**src/rtl/spi_slave_fifo.sv**
```systemverilog
`timescale 1ns/1ps
// spi_slave_fifo
//
// Fabric-side SPI slave (mode 0, MSB first). The external SPI pins are
// oversampled in the FAB_CCC_GL0 domain. Received bytes land in a
// first-word-fall-through RX FIFO. Transmit bytes come from a one-deep
// holding register that is consumed at each byte boundary.
//
// Ports
//   FAB_CCC_GL0, FAB_RESET      : the only clock; synchronous active-high reset
//   s_sck, s_mosi, s_ss         : asynchronous SPI inputs from the master (SS active low)
//   s_miso                      : SPI data to the master (1 when no frame is active)
//   rx_data, rx_valid, rx_ready : FIFO head; a pop occurs on rx_valid & rx_ready
//   rx_count                    : FIFO occupancy
//   rx_overflow, rx_overflow_clr: sticky drop flag and its clear (set wins)
//   tx_data, tx_load, tx_ready  : holding-register load strobe and empty flag
//   frame_active                : slave is inside a frame
//   frame_err                   : one-cycle pulse, SS released mid-byte
//   dbg_state                   : FSM state (0 = IDLE, 1 = ACTIVE)
//
// Handshakes: rx side is strict valid/ready. rx_data is stable while
// rx_valid is high and no pop occurs; a pop happens on any cycle with
// rx_valid & rx_ready. On the tx side, tx_load is honoured only while
// tx_ready is high; a load while tx_ready is low is dropped.
module spi_slave_fifo #(
  parameter int DEPTH       = 8,
  parameter int SYNC_STAGES = 2
) (
  input  logic                       FAB_CCC_GL0,
  input  logic                       FAB_RESET,
  input  logic                       s_sck,
  input  logic                       s_mosi,
  input  logic                       s_ss,
  output logic                       s_miso,
  output logic [7:0]                 rx_data,
  output logic                       rx_valid,
  input  logic                       rx_ready,
  output logic [$clog2(DEPTH+1)-1:0] rx_count,
  output logic                       rx_overflow,
  input  logic                       rx_overflow_clr,
  input  logic [7:0]                 tx_data,
  input  logic                       tx_load,
  output logic                       tx_ready,
  output logic                       frame_active,
  output logic                       frame_err,
  output logic                       dbg_state
);

  localparam int AW = $clog2(DEPTH);
  localparam int CW = $clog2(DEPTH+1);

  typedef enum logic {IDLE = 1'b0, ACTIVE = 1'b1} state_t;

  state_t state, state_nxt;

  // synchronizers, edge flops, and flush tracking
  logic [SYNC_STAGES-1:0] sck_sync, mosi_sync, ss_sync, flush;
  logic                   sck_q, ss_q, armed;
  logic                   sck_s, mosi_s, ss_s;
  logic                   sck_rise, sck_fall, ss_fall, ss_rise;

  // datapath
  logic [2:0]  bitcnt;
  logic [6:0]  rx_shift;
  logic [7:0]  tx_shift, tx_hold;
  logic        pending;
  logic        reload, tx_shift_en, push;
  logic [7:0]  push_byte;

  // fifo
  logic [7:0]  mem [DEPTH];
  logic [AW:0] wptr, rptr;
  logic        full, pop, wr_en;

  assign sck_s  = sck_sync[SYNC_STAGES-1];
  assign mosi_s = mosi_sync[SYNC_STAGES-1];
  assign ss_s   = ss_sync[SYNC_STAGES-1];

  assign sck_rise = sck_s & ~sck_q;
  assign sck_fall = ~sck_s & sck_q;
  assign ss_rise  = ss_s & ~ss_q;
  // A frame may only open after SS has been seen high with real pin data,
  // so an SS already low when reset releases does not start a frame.
  assign ss_fall  = armed & ss_q & ~ss_s;

  always_ff @(posedge FAB_CCC_GL0) begin
    if (FAB_RESET) begin
      sck_sync  <= '1;
      mosi_sync <= '1;
      ss_sync   <= '1;
      sck_q     <= 1'b1;
      ss_q      <= 1'b1;
      flush     <= '0;
      armed     <= 1'b0;
    end else begin
      sck_sync  <= {sck_sync[SYNC_STAGES-2:0], s_sck};
      mosi_sync <= {mosi_sync[SYNC_STAGES-2:0], s_mosi};
      ss_sync   <= {ss_sync[SYNC_STAGES-2:0], s_ss};
      sck_q     <= sck_s;
      ss_q      <= ss_s;
      // flush[MSB] goes high once the last sync stage holds sampled pin data
      flush     <= {flush[SYNC_STAGES-2:0], 1'b1};
      armed     <= armed | (flush[SYNC_STAGES-1] & ss_s);
    end
  end

  // FSM
  always_ff @(posedge FAB_CCC_GL0) begin
    if (FAB_RESET) state <= IDLE;
    else           state <= state_nxt;
  end

  always_comb begin
    state_nxt   = state;
    reload      = 1'b0;
    tx_shift_en = 1'b0;
    push        = 1'b0;
    push_byte   = {rx_shift, mosi_s};
    case (state)
      IDLE: begin
        if (ss_fall) begin
          state_nxt = ACTIVE;
          reload    = 1'b1;
        end
      end
      ACTIVE: begin
        if (ss_rise) begin
          state_nxt = IDLE;
        end else begin
          push        = sck_rise & (bitcnt == 3'd7);
          reload      = sck_fall & (bitcnt == 3'd0);
          tx_shift_en = sck_fall & (bitcnt != 3'd0);
        end
      end
      default: state_nxt = IDLE;
    endcase
  end

  // shift registers, bit counter, tx holding register
  always_ff @(posedge FAB_CCC_GL0) begin
    if (FAB_RESET) begin
      bitcnt    <= 3'd0;
      rx_shift  <= 7'd0;
      tx_shift  <= 8'hFF;
      tx_hold   <= 8'h00;
      pending   <= 1'b0;
      frame_err <= 1'b0;
    end else begin
      frame_err <= 1'b0;
      if (state == IDLE) begin
        if (ss_fall) bitcnt <= 3'd0;
      end else if (ss_rise) begin
        // partial byte is simply abandoned; rx_shift is fully refilled next byte
        bitcnt    <= 3'd0;
        frame_err <= (bitcnt != 3'd0);
      end else if (sck_rise) begin
        rx_shift <= {rx_shift[5:0], mosi_s};
        bitcnt   <= bitcnt + 3'd1;
      end

      if (reload) begin
        if (pending) begin
          tx_shift <= tx_hold;
          pending  <= 1'b0;
        end else begin
          tx_shift <= 8'hFF;
        end
      end else if (tx_shift_en) begin
        tx_shift <= {tx_shift[6:0], 1'b1};
      end

      // load is only accepted with pending low, reload only clears it when
      // high, so the two never fight over pending in the same cycle
      if (tx_load && !pending) begin
        tx_hold <= tx_data;
        pending <= 1'b1;
      end
    end
  end

  // RX FIFO
  assign rx_count = CW'(wptr - rptr);
  assign full     = (rx_count == CW'(DEPTH));
  assign rx_valid = (rx_count != '0);
  assign pop      = rx_valid & rx_ready;
  // a pop in the same cycle frees the head slot, so a full FIFO still accepts
  assign wr_en    = push & (~full | pop);
  assign rx_data  = rx_valid ? mem[rptr[AW-1:0]] : 8'h00;

  always_ff @(posedge FAB_CCC_GL0) begin
    if (wr_en) mem[wptr[AW-1:0]] <= push_byte;
  end

  always_ff @(posedge FAB_CCC_GL0) begin
    if (FAB_RESET) begin
      wptr        <= '0;
      rptr        <= '0;
      rx_overflow <= 1'b0;
    end else begin
      if (wr_en) wptr <= wptr + 1'b1;
      if (pop)   rptr <= rptr + 1'b1;
      if (push && full && !pop) rx_overflow <= 1'b1;
      else if (rx_overflow_clr) rx_overflow <= 1'b0;
    end
  end

  assign s_miso       = (state == ACTIVE) ? tx_shift[7] : 1'b1;
  assign tx_ready     = ~pending;
  assign frame_active = (state == ACTIVE);
  assign dbg_state    = state;

endmodule

```
**config.mk**
```make
export PLATFORM = sky130hd
export DESIGN_NAME = spi_slave_fifo
export DESIGN_NICKNAME = d
export VERILOG_FILES = /design/src/rtl/spi_slave_fifo.sv
export SDC_FILE = /design/constraint.sdc
export NUM_CORES = 1
export LEC_CHECK = 0
export CAP_MARGIN = 25
export CORE_MARGIN = 2
export CORE_UTILIZATION = 50
export CTS_BUF_LIST = sky130_fd_sc_hd__clkbuf_4 sky130_fd_sc_hd__clkbuf_8
export CTS_CLUSTER_SIZE = 30
export DETAILED_ROUTE_END_ITERATION = 8
export PLACE_DENSITY = 0.73
export SLEW_MARGIN = 20
export SYNTH_ARGS = -nofsm -noshare
export SYNTH_HDL_FRONTEND = slang
export SYNTH_SLANG_ARGS = --single-unit
```
**constraint.sdc**
```tcl
create_clock -name FAB_CCC_GL0 -period 2.85 [get_ports FAB_CCC_GL0]
set_input_delay 0.285 -clock FAB_CCC_GL0 [delete_from_list [all_inputs] [get_ports FAB_CCC_GL0]]
set_output_delay 0.285 -clock FAB_CCC_GL0 [all_outputs]
set_load 0.005 [all_outputs]
```
# Word level (Yosys, flattened, before mapping)
# Memories as Yosys holds them, arrays and structs flattened. A register that Yosys moved wholly into a read port is not among the register bits.
# Cells that the tools add are included.
[word_totals] register_bits=49 ram_bits=64 out_inout_bits=19 word_cells=89 mem_count=1
[op_classes] add_sub_neg=4 n_eq_ne=3 muxes=27 n_bitwise=21 reduce_logical=15
[memory_table] memory="mem" words=8 word_bits=8 read_ports=1 rd_ports_with_merged_regs=1 write_ports=1 line="71" text="logic [7:0] mem [DEPTH];"
[ops] cell="8-bit two-way mux" n=4
[ops] cell="3-bit two-way mux" n=6
[ops] cell="1-bit two-way mux" n=15
[ops] cell="1-bit bitwise AND" n=11
[ops] cell="4-bit by 1-bit adder with 4-bit output, second input constant" n=2
[ops] cell="1-bit inverter" n=8
[ops] cell="2-bit nonzero test" n=4
[ops] cell="4-bit equality test, second input constant" n=1
[ops] cell="1-bit one-hot mux with 2 select lines" n=2
[ops] cell="4-bit nonzero test" n=1
[ops] cell="4-bit subtractor" n=1
[ops] cell="3-bit by 1-bit adder with 3-bit output, second input constant" n=1
[ops] cell="3-bit equality test, second input constant" n=1
[ops] cell="1-bit logical AND" n=3
[ops] cell="3-bit zero test" n=1
[ops] cell="3-bit by 1-bit inequality test with 1-bit output, second input constant" n=1
[ops] cell="3-bit AND reduction" n=1
[ops] cell="3-bit nonzero test" n=1
[ops] cell="3-bit OR reduction" n=1
[ops] cell="1-bit zero test" n=2
[ops] cell="1-bit bitwise OR" n=2
[ops] cell="2-bit AND reduction" n=1

# Depth between registers and ports, before layout
# Gate-level depths: netlist of run 1.
[logic_depth] ltp_word=8 ltp_mapped=9 depth_no_buf=9

# Worst setup path before layout of run 1
# No wires, ideal clock.
[synth_timing] path_type="register to register" start="reg wptr[0]" end="mem mem[2][0], enable pin" setup_time_ns=0.385 t_arrival_ns=2.518 path_slack_ns=-0.053 stages_incl_launch_ff=10 n_path_buf=0 cell_sequence="dfxtp_1 inv_1 ha_1 inv_1 fa_1 xor2_1 nor4_1 a31oi_1 nand2_1 nor3b_1"
[synth_between] elab_chain_cells=7 word_cells_on_any_way=9 cone_classes="1 x add/sub; 1 x eq/ne; 2 x mux; 4 x bitwise; 1 x reduce/logical"
[synth_rtl] item="start, declared" line="72" text="logic [AW:0] wptr, rptr;"
[synth_rtl] item="start signal, assigned" line="200" text="if (wr_en) wptr <= wptr + 1'b1;"
[synth_rtl] item="4-bit subtractor (*)" line="182" text="assign rx_count = CW'(wptr - rptr);"
[synth_rtl] item="named net rx_count[2]" line="38" text="output logic [$clog2(DEPTH+1)-1:0] rx_count,"
[synth_rtl] item="4-bit nonzero test / 4-bit equality test (equally long branches)" line="184, 183"
[synth_rtl] item="1-bit bitwise AND / 1-bit inverter (equally long branches)" line="185, 187"
[synth_rtl] item="1-bit bitwise OR (*)" line="187" text="assign wr_en = push & (~full | pop);"
[synth_rtl] item="1-bit bitwise AND (*)" line="187"
[synth_rtl] item="1-bit two-way mux (*)" line="191" text="if (wr_en) mem[wptr[AW-1:0]] <= push_byte;"
[synth_rtl] item="1-bit two-way mux (not written as such) (*)" line="191"
[synth_rtl] item="end, declared" line="71"
# The timed path passes the listed nets; every way through them passes the cells marked *.

# Final worst setup path of run 1
[layout_timing] start="reg rptr[1]" end="out rx_data[1]"
[layout_between] elab_chain_cells=3
[layout_rtl] item="start, declared" line="72"
[layout_rtl] item="start signal, assigned" line="201" text="if (pop) rptr <= rptr + 1'b1;"
[layout_rtl] item="4-bit subtractor" line="182"
[layout_rtl] item="4-bit nonzero test" line="184" text="assign rx_valid = (rx_count != '0);"
[layout_rtl] item="8-bit two-way mux" line="188" text="assign rx_data = rx_valid ? mem[rptr[AW-1:0]] : 8'h00;"
[layout_rtl] item="end, declared" line="35" text="output logic [7:0] rx_data,"
# No other way between the ends.

==> impl_metrics.prom, run 1 <==
# TYPE chip_impl_metric gauge
chip_impl_metric{name="grt.total_usage",unit=""} 0.1960
chip_impl_info{name="clock-root-buffer",value="sky130_fd_sc_hd__clkbuf_8"} 1
chip_impl_metric{name="grt_first_pass_wirelength",unit="mm"} 14.47
chip_impl_metric{name="setup_viol",unit=""} 0
chip_impl_metric{name="path_depth",unit=""} 10
chip_impl_metric{name="seq_area",unit="sq um"} 2972
chip_impl_metric{name="synth_area",unit="sq um"} 4612
chip_impl_info{name="critical_path.reg2reg.startpoint",value="rptr[1]"} 1
chip_impl_metric{name="synth_net_count",unit=""} 379
chip_impl_metric{name="synth_instances",unit=""} 354
chip_impl_info{name="worstReg2RegEnd",value="mem[4][7]"} 1
chip_impl_metric{name="fin_skew",unit="ps"} 9.279
chip_impl_metric{name="worstPathMaxFanout",unit=""} 5
chip_impl_metric{name="drt-wirelength-per-cell",unit="um"} 16.64
chip_impl_info{name="crit_start",value="rptr[1]"} 1
chip_impl_metric{name="netlist-cell-type-count",unit=""} 47
chip_impl_metric{name="post_synth_adder_cell_area",unit=""} 0.02604
chip_impl_metric{name="drt-met1-wl",unit="mm"} 3.887
chip_impl_info{name="top_layer",value="met4"} 1
chip_impl_metric{name="yosys_register_bits",unit=""} 116
chip_impl_metric{name="synthXorXnorAreaFrac",unit=""} 0.003798
chip_impl_info{name="synth_top_family_by_area",value="simple AND/OR/NAND/NOR gates"} 1
chip_impl_metric{name="layoutNonFillerInstCount",unit=""} 545
chip_impl_metric{name="total_overflow_reported_by_the_global_router",unit=""} 0
chip_impl_metric{name="vias_in_the_first_global_route",unit=""} 2939
chip_impl_metric{name="synth.yosys.warnings",unit=""} 0
chip_impl_metric{name="drc_errors",unit=""} 0
chip_impl_metric{name="dr_total_vias",unit=""} 2932
chip_impl_metric{name="critical_path_buf_inv_count",unit=""} 5
chip_impl_metric{name="vdd.ir_drop.worst",unit="mV"} 0.4763
chip_impl_metric{name="number_of_antenna_violations_at_the_first_check_in_global_routing",unit=""} 0
chip_impl_metric{name="cts_sink_count",unit=""} 116
chip_impl_metric{name="globalplace.congestion",unit=""} 0.8247
chip_impl_info{name="critical_path.endpoint",value="rx_data[1]"} 1
chip_impl_metric{name="route.final.wire_length",unit="mm"} 9.071
chip_impl_metric{name="numPlacedInstances",unit=""} 504
chip_impl_metric{name="p_per_area",unit="nW/um^2"} 802.7
chip_impl_metric{name="die_x",unit="um"} 100.0
chip_impl_metric{name="detailedRoute.firstIterationViolations",unit=""} 100
chip_impl_metric{name="initial_util",unit=""} 0.5063
chip_impl_metric{name="period_needed",unit="ps"} 2760
chip_impl_metric{name="worst_slew_pin_slew",unit="ps"} 714.8
chip_impl_metric{name="floorplan.core_area",unit="sq um"} 9109
chip_impl_metric{name="die_h",unit="um"} 100.0
chip_impl_metric{name="net_count_reported_at_finish",unit=""} 446
chip_impl_metric{name="final_layout_size_suffix_gt1_frac",unit=""} 0.2696
chip_impl_metric{name="max_freq",unit="MHz"} 362.3
chip_impl_metric{name="wl_met3",unit="um"} 377
chip_impl_metric{name="dr_wl_met2",unit="mm"} 4.702
chip_impl_metric{name="ant_nets",unit=""} 0
chip_impl_info{name="crit_top_cell",value="sky130_fd_sc_hd__buf_4"} 1
chip_impl_metric{name="route.detailed.vias_per_inst",unit=""} 5.380
chip_impl_info{name="crit_path_start_kind",value="flop"} 1
chip_impl_metric{name="antenna-diode-count",unit=""} 0
chip_impl_info{name="critPathKind",value="flop to primary output"} 1
chip_impl_metric{name="std_cell_rows",unit=""} 35
chip_impl_metric{name="final.period_utilization",unit=""} 0.9685
chip_impl_metric{name="fillCellCount",unit=""} 714
chip_impl_metric{name="async_reset_ff_frac",unit=""} 0
chip_impl_metric{name="htreeDepth",unit=""} 4
chip_impl_metric{name="cts-root-to-sink-buffers",unit=""} 2
chip_impl_metric{name="r2r_cells",unit=""} 9
chip_impl_metric{name="setup.reg_to_reg.worst_slack",unit="ps"} 210
chip_impl_metric{name="finish.utilization",unit=""} 0.6304
chip_impl_metric{name="cts_made_buffers",unit=""} 17
chip_impl_metric{name="port-buffer-count",unit=""} 34
chip_impl_info{name="cts_tree",value="done"} 1
chip_impl_info{name="hold_class",value="flop to flop"} 1
chip_impl_metric{name="synth.area.mux_share",unit=""} 0.09794
chip_impl_metric{name="timing.slew.headroom",unit=""} 0.5217
chip_impl_metric{name="clock_latency",unit="ps"} 420
chip_impl_metric{name="clk_pin_slew",unit="ps"} 70
chip_impl_metric{name="synth-compound-area-share",unit=""} 0.07379
chip_impl_metric{name="ios",unit=""} 35
chip_impl_info{name="status",value="finished clean"} 1
chip_impl_metric{name="synth-edff-count",unit=""} 64
chip_impl_metric{name="cp_slowest_stage_delay",unit="ps"} 380
chip_impl_metric{name="synth-seq-area-share",unit=""} 0.6424
chip_impl_metric{name="maximum_number_of_pins_on_one_net_before_global_route_repair",unit=""} 42
chip_impl_metric{name="final_report_max_slew_violation_count",unit=""} 0
chip_impl_metric{name="dp.final_hpwl",unit="mm"} 5.558
chip_impl_info{name="grt_setup_unrepaired",value="true"} 1
chip_impl_metric{name="critical_path_arrival",unit="ps"} 2480
chip_impl_metric{name="timing.max_cap.violations",unit=""} 0
chip_impl_info{name="worstPathCellList",value="inv_2 -> ha_1 -> and3b_1 -> or3_4 -> a2111oi_4 -> buf_4 -> buf_6 -> buf_4 -> nor2_1 -> clkbuf_2"} 1
chip_impl_metric{name="drt_first_pass_iters",unit=""} 4
chip_impl_info{name="synth-main-ff-cell",value="sky130_fd_sc_hd__edfxtp_1"} 1
chip_impl_metric{name="required",unit="ps"} 2570
chip_impl_metric{name="floorplan.die_area",unit="sq um"} 10010
chip_impl_metric{name="synth_simple_gate_area_frac",unit=""} 0.1302
chip_impl_metric{name="flow.area_growth_from_synthesis",unit="%"} 24.50
chip_impl_metric{name="timing_hold_violations_final",unit=""} 0
chip_impl_metric{name="power.static_leakage",unit="nW"} 2.051
chip_impl_info{name="critical_path_s_slowest_cell",value="sky130_fd_sc_hd__or3_4"} 1
chip_impl_info{name="worst_setup_path_end_kind",value="primary output"} 1
chip_impl_metric{name="multiInputGateArea",unit="sq um"} 1565
chip_impl_info{name="critPathTopFamily",value="buffers and inverters"} 1
chip_impl_metric{name="synthesis.area_per_instance",unit="sq um"} 13.03
worst min path at each step:
stage,from,end,cells after the start
after floorplan,s_mosi,mosi_sync[0],1
after global placement,sck_sync[0],sck_sync[1],1
after detailed placement,mosi_sync[0],mosi_sync[1],1
after CTS,tx_data[7],tx_hold[7],3
after global routing,s_mosi,mosi_sync[0],2
final,ss_sync[0],ss_sync[1],1
sequential cells by signal, summed over array words and instances, names as in the netlist, named ones only:
| signal | count |
|---|---|
| dbg_state | 1 |
| rptr | 4 |
| bitcnt | 3 |
| tx_hold | 8 |
| ss_q | 1 |
| pending | 1 |
| rx_overflow | 1 |
| mem | 64 |
| mosi_sync | 2 |
| frame_err | 1 |
| wptr | 4 |
| flush | 2 |
| armed | 1 |
| ss_sync | 2 |
| tx_shift | 8 |
| sck_sync | 2 |
| rx_shift | 7 |
| sck_q | 1 |
power breakdown:
part | total [mW] | internal, mW | switching (mW)
clock | 1.77 | 1.12 | 0.644
combinational | 1.03 | 0.583 | 0.449
sequential | 1.81 | 1.79 | 0.0239
per-stage QoR:
stage	setup slack (ps)	TNS (ps)	power, mW	instance area, sq um	hold WS (ps)
floorplan	-48.09	-154.2	2.354	4622	388.8
global placement	188.3	0	2.727	5185	392.1
detailed placement	138.3	0	2.748	5185	396.0
CTS	-13.33	-13.33	4.621	5734	381.5
global route	-35.16	-41.19	4.813	5742	404.9
finish	89.83	0	4.609	5742	410.8
layer usage:
| metal | GRT usage | vias to the layer above |
|---|---|---|
| met5 | 0 | - |
| met4 | 0.07165 | 0 |
| met2 | 0.3462 | 67 |
| met3 | 0.05850 | 11 |
| met1 | 0.2264 | 1417 |
| li1 | - | 1437 |
layout by cell type, fill, tap and decap left out, types with 7 or more instances in the layout:
| cell | netlist | layout |
|---|---|---|
| sky130_fd_sc_hd__clkdlybuf4s50_1 | 0 | 25 |
| sky130_fd_sc_hd__nor2_1 | 21 | 21 |
| sky130_fd_sc_hd__nor3_1 | 19 | 19 |
| sky130_fd_sc_hd__edfxtp_1 | 64 | 64 |
| sky130_fd_sc_hd__clkbuf_8 | 0 | 17 |
| sky130_fd_sc_hd__nand2_1 | 49 | 49 |
| sky130_fd_sc_hd__or2_2 | 8 | 8 |
| sky130_fd_sc_hd__o311ai_0 | 7 | 7 |
| sky130_fd_sc_hd__dfxtp_1 | 52 | 47 |
| sky130_fd_sc_hd__a21oi_1 | 26 | 26 |
| sky130_fd_sc_hd__mux2i_1 | 8 | 8 |
| sky130_fd_sc_hd__mux4_2 | 16 | 16 |
| sky130_fd_sc_hd__buf_4 | 1 | 27 |
repair_timing:
| action | in CTS | in global routing |
|---|---|---|
| resized for setup | 22 | 18 |
| setup endpoints to repair | 9 | 9 |
| gates cloned | 1 | 0 |
| buffers inserted | 7 | 1 |
| hold buffers | 0 | 0 |
| pin swaps | 4 | 0 |
Yosys cell counts, types with 3 or more instances:
master / count / area (sq um)
sky130_fd_sc_hd__edfxtp_1: 64 / 1922
sky130_fd_sc_hd__dfxtp_1: 52 / 1041
sky130_fd_sc_hd__nand2_1: 49 / 183.9
sky130_fd_sc_hd__a21oi_1: 26 / 130.1
sky130_fd_sc_hd__nor2_1: 21 / 78.83
sky130_fd_sc_hd__nor3_1: 19 / 95.09
sky130_fd_sc_hd__mux4_2: 16 / 360.4
sky130_fd_sc_hd__clkbuf_1: 10 / 37.54
sky130_fd_sc_hd__inv_1: 9 / 33.78
sky130_fd_sc_hd__ha_1: 8 / 100.1
sky130_fd_sc_hd__mux2i_1: 8 / 80.08
sky130_fd_sc_hd__or2_2: 8 / 50.05
sky130_fd_sc_hd__o311ai_0: 7 / 61.31
sky130_fd_sc_hd__nor2b_1: 6 / 37.54
sky130_fd_sc_hd__nor3b_1: 4 / 30.03
sky130_fd_sc_hd__o21ai_0: 4 / 20.02
sky130_fd_sc_hd__a31o_2: 3 / 26.28
sky130_fd_sc_hd__nand2b_1: 3 / 18.77
layout make-up:
cell class / count / area share
multi-input cells: 210 / 0.2726
repair buffers: 64 / 0.09610
well taps: 111 / 0.02419
flip-flops and latches: 116 / 0.5175
inverters: 12 / 0.007845
clock buffers: 17 / 0.04075
clock inverters: 15 / 0.04097
cells by family after synthesis:
family	Yosys count
AND/OR/NAND/NOR	124
flip-flops	116
AO/OA/AOI/OAI	50
buffers and inverters	28
multiplexers	25
adder cells (fa/ha/maj)	9
XOR/XNOR	2
Note: power is estimated with default switching activity, not from simulation.
==> run 2: changes to the inputs <==
--- a/config.mk
+++ b/config.mk
@@ -11,6 +11,7 @@
 export CTS_BUF_LIST = sky130_fd_sc_hd__clkbuf_4 sky130_fd_sc_hd__clkbuf_8
 export CTS_CLUSTER_SIZE = 30
 export DETAILED_ROUTE_END_ITERATION = 8
+export GPL_TIMING_DRIVEN = 1
 export PLACE_DENSITY = 0.73
 export SLEW_MARGIN = 20
 export SYNTH_ARGS = -nofsm -noshare
==> results of run 2 <==
No change in the layout: final DEF, timing and power equal those of run 1.
==> run 3: changes to the inputs <==
--- a/config.mk
+++ b/config.mk
@@ -9,6 +9,7 @@
 export CORE_MARGIN = 2
 export CORE_UTILIZATION = 50
 export CTS_BUF_LIST = sky130_fd_sc_hd__clkbuf_4 sky130_fd_sc_hd__clkbuf_8
+export CTS_CLUSTER_DIAMETER = 200
 export CTS_CLUSTER_SIZE = 30
 export DETAILED_ROUTE_END_ITERATION = 8
 export GPL_TIMING_DRIVEN = 1
==> results of run 3 <==
No change in the layout: final DEF, timing and power equal those of run 1.
==> RTL edit (config.mk and constraints of run 2) <==
`SYNC_STAGES`: 2 -> 4.
--- a/src/rtl/spi_slave_fifo.sv
+++ b/src/rtl/spi_slave_fifo.sv
@@ -26,3 +26,3 @@
   parameter int DEPTH       = 8,
-  parameter int SYNC_STAGES = 2
+  parameter int SYNC_STAGES = 4
 ) (
Formal check against the unedited RTL: not equivalent (a bounded check fails within 10 cycles, from zero or initial values and one cycle with FAB_RESET high).
==> RTL edit against run 2 <==
  * Hold slack worse by 0.0024 ns
  * Largest power group unchanged
  * Sequential cell count grew 8
  * Final cell count increased by 5.9%
  * Cell area increased by 3.0%
  * Highest routed layer unchanged
  * Setup slack better by 0.028 ns
  * Wire length increased by 0.94%
  * Sequential power up 6%
  * Power fell by 0.21%
  * Area after synthesis grew 4.9%
  * Synthesized cell count up 5.4%
  * Core utilization rose by 0.38 points
  * Critical endpoint is now rx_data[4]
  * Critical path type unchanged
==> RTL edit: results (changes against run 2) <==
[yosys]
synth_nets=398  ; was 379
synth_compound_gate_area_share_pct=7.55  ; was 7.38%
syn_inst=373  ; was 354
yosysSeqAreaShare_pct=64.5  ; was 64.2%
muxShareOfSynthArea_pct=9.10  ; was 9.79%
synth_fa_ha_area_share_pct=2.48  ; was 2.60%
synthTopCellsByArea=edfxtp_1 40%, dfxtp_1 25%, mux4_2 7.4%, nand2_1 3.9%, a21oi_1 2.7%  ; was edfxtp_1 42%, dfxtp_1 23%, mux4_2 7.8%, nand2_1 4.0%, a21oi_1 2.8%
synth_common_cells=64 x edfxtp_1, 60 x dfxtp_1, 50 x nand2_1  ; was 64 x edfxtp_1, 52 x dfxtp_1, 49 x nand2_1

[global_routing]
grtUsageMet2_pct=32.6  ; was 34.6%
grt_max_degree=50  ; was 42
grt.total_usage_pct=19.2  ; was 19.6%
grt_pass1_wl_microns=15000  ; was 14500 microns
grtUsageMet1_pct=24.1  ; was 22.6%
gr-usage-met3_pct=4.45  ; was 5.85%

[routing]
vias=3059  ; was 2932
drt_wl_total_microns=9160  ; was 9070 microns
route.met2.wl_microns=4590  ; was 4700 microns
met1_length_microns=4060  ; was 3890 microns

[placed_design]
gp_congestion=0.786  ; was 0.825
place_inst=539  ; was 504
dp_hpwl_microns=5940  ; was 5560 microns
place_area_sq_um=5420  ; was 5180 sq um

[final_layout]
instances_no_fill=577  ; was 545
drive_gt1_share_pct=25.7  ; was 27.0%
layout.nets=461  ; was 446

[setup_path]
crit_start=wptr[2]$_SDFFE_PP0P_  ; was rptr[1]$_SDFFE_PP0N_
critPathCapture=rx_data[4]  ; was rx_data[1]
ff2ff_path_depth=10  ; was 9
r2r-start=wptr[0]$_SDFFE_PP0P_  ; was rptr[1]$_SDFFE_PP0N_
r2r_slack_ns=0.25  ; was 0.21 ns
critical_path_arrival_ns=2.45  ; was 2.48 ns
worst_r2r_endpoint=mem[6][4]$_DFFE_PP_  ; was mem[4][7]$_DFFE_PP_

[sta]
tightest_slew_ns=0.647  ; was 0.715 ns
hold-worst-slack_ns=0.408  ; was 0.411 ns

[pwr]
p_leak_nw=2.11  ; was 2.05 nW

[run_status]
outcome=completed  ; unchanged

[hold_path]
min_from=sck_sync[0]$_SDFF_PP1_  ; was ss_sync[0]$_SDFF_PP1_
holdPathEnd=sck_sync[1]$_SDFF_PP1_  ; was ss_sync[1]$_SDFF_PP1_

## RTL edit: worst max-delay path, delay by kind of cell, from the launching register on
family / cells / cell delay (ns)
compound gates: 2 / 0.57
fa+ha+maj: 1 / 0.25
buf+inv: 3 / 0.40
flops: 1 / 0.36
simple gates: 2 / 0.45
## RTL edit: repair_timing
| action | 4_1_cts | 5_1_grt |
|---|---|---|
| setup buffers | 5 | 2 |
| pin swaps | 3 | 0 |
| setup endpoints to repair | 9 | 40 |
| resized for setup | 23 | 16 |
## RTL edit: final cells by class
class                      instances  area [sq um]
fill                             731          3410
sequential                       124          3130
multi-input combinational        218          1620
timing repair buffer              61           536
clock buffer                      18           241
clock inverter                    13           174
tap                              129           161
inverter                          14          52.6
## RTL edit: where the power goes
group / internal (mW) / switching (mW) / leakage, nW
sequential: 1.89 / 0.0176 / 1.08
clock: 0.949 / 0.653 / 0.203
combinational: 0.598 / 0.487 / 0.830
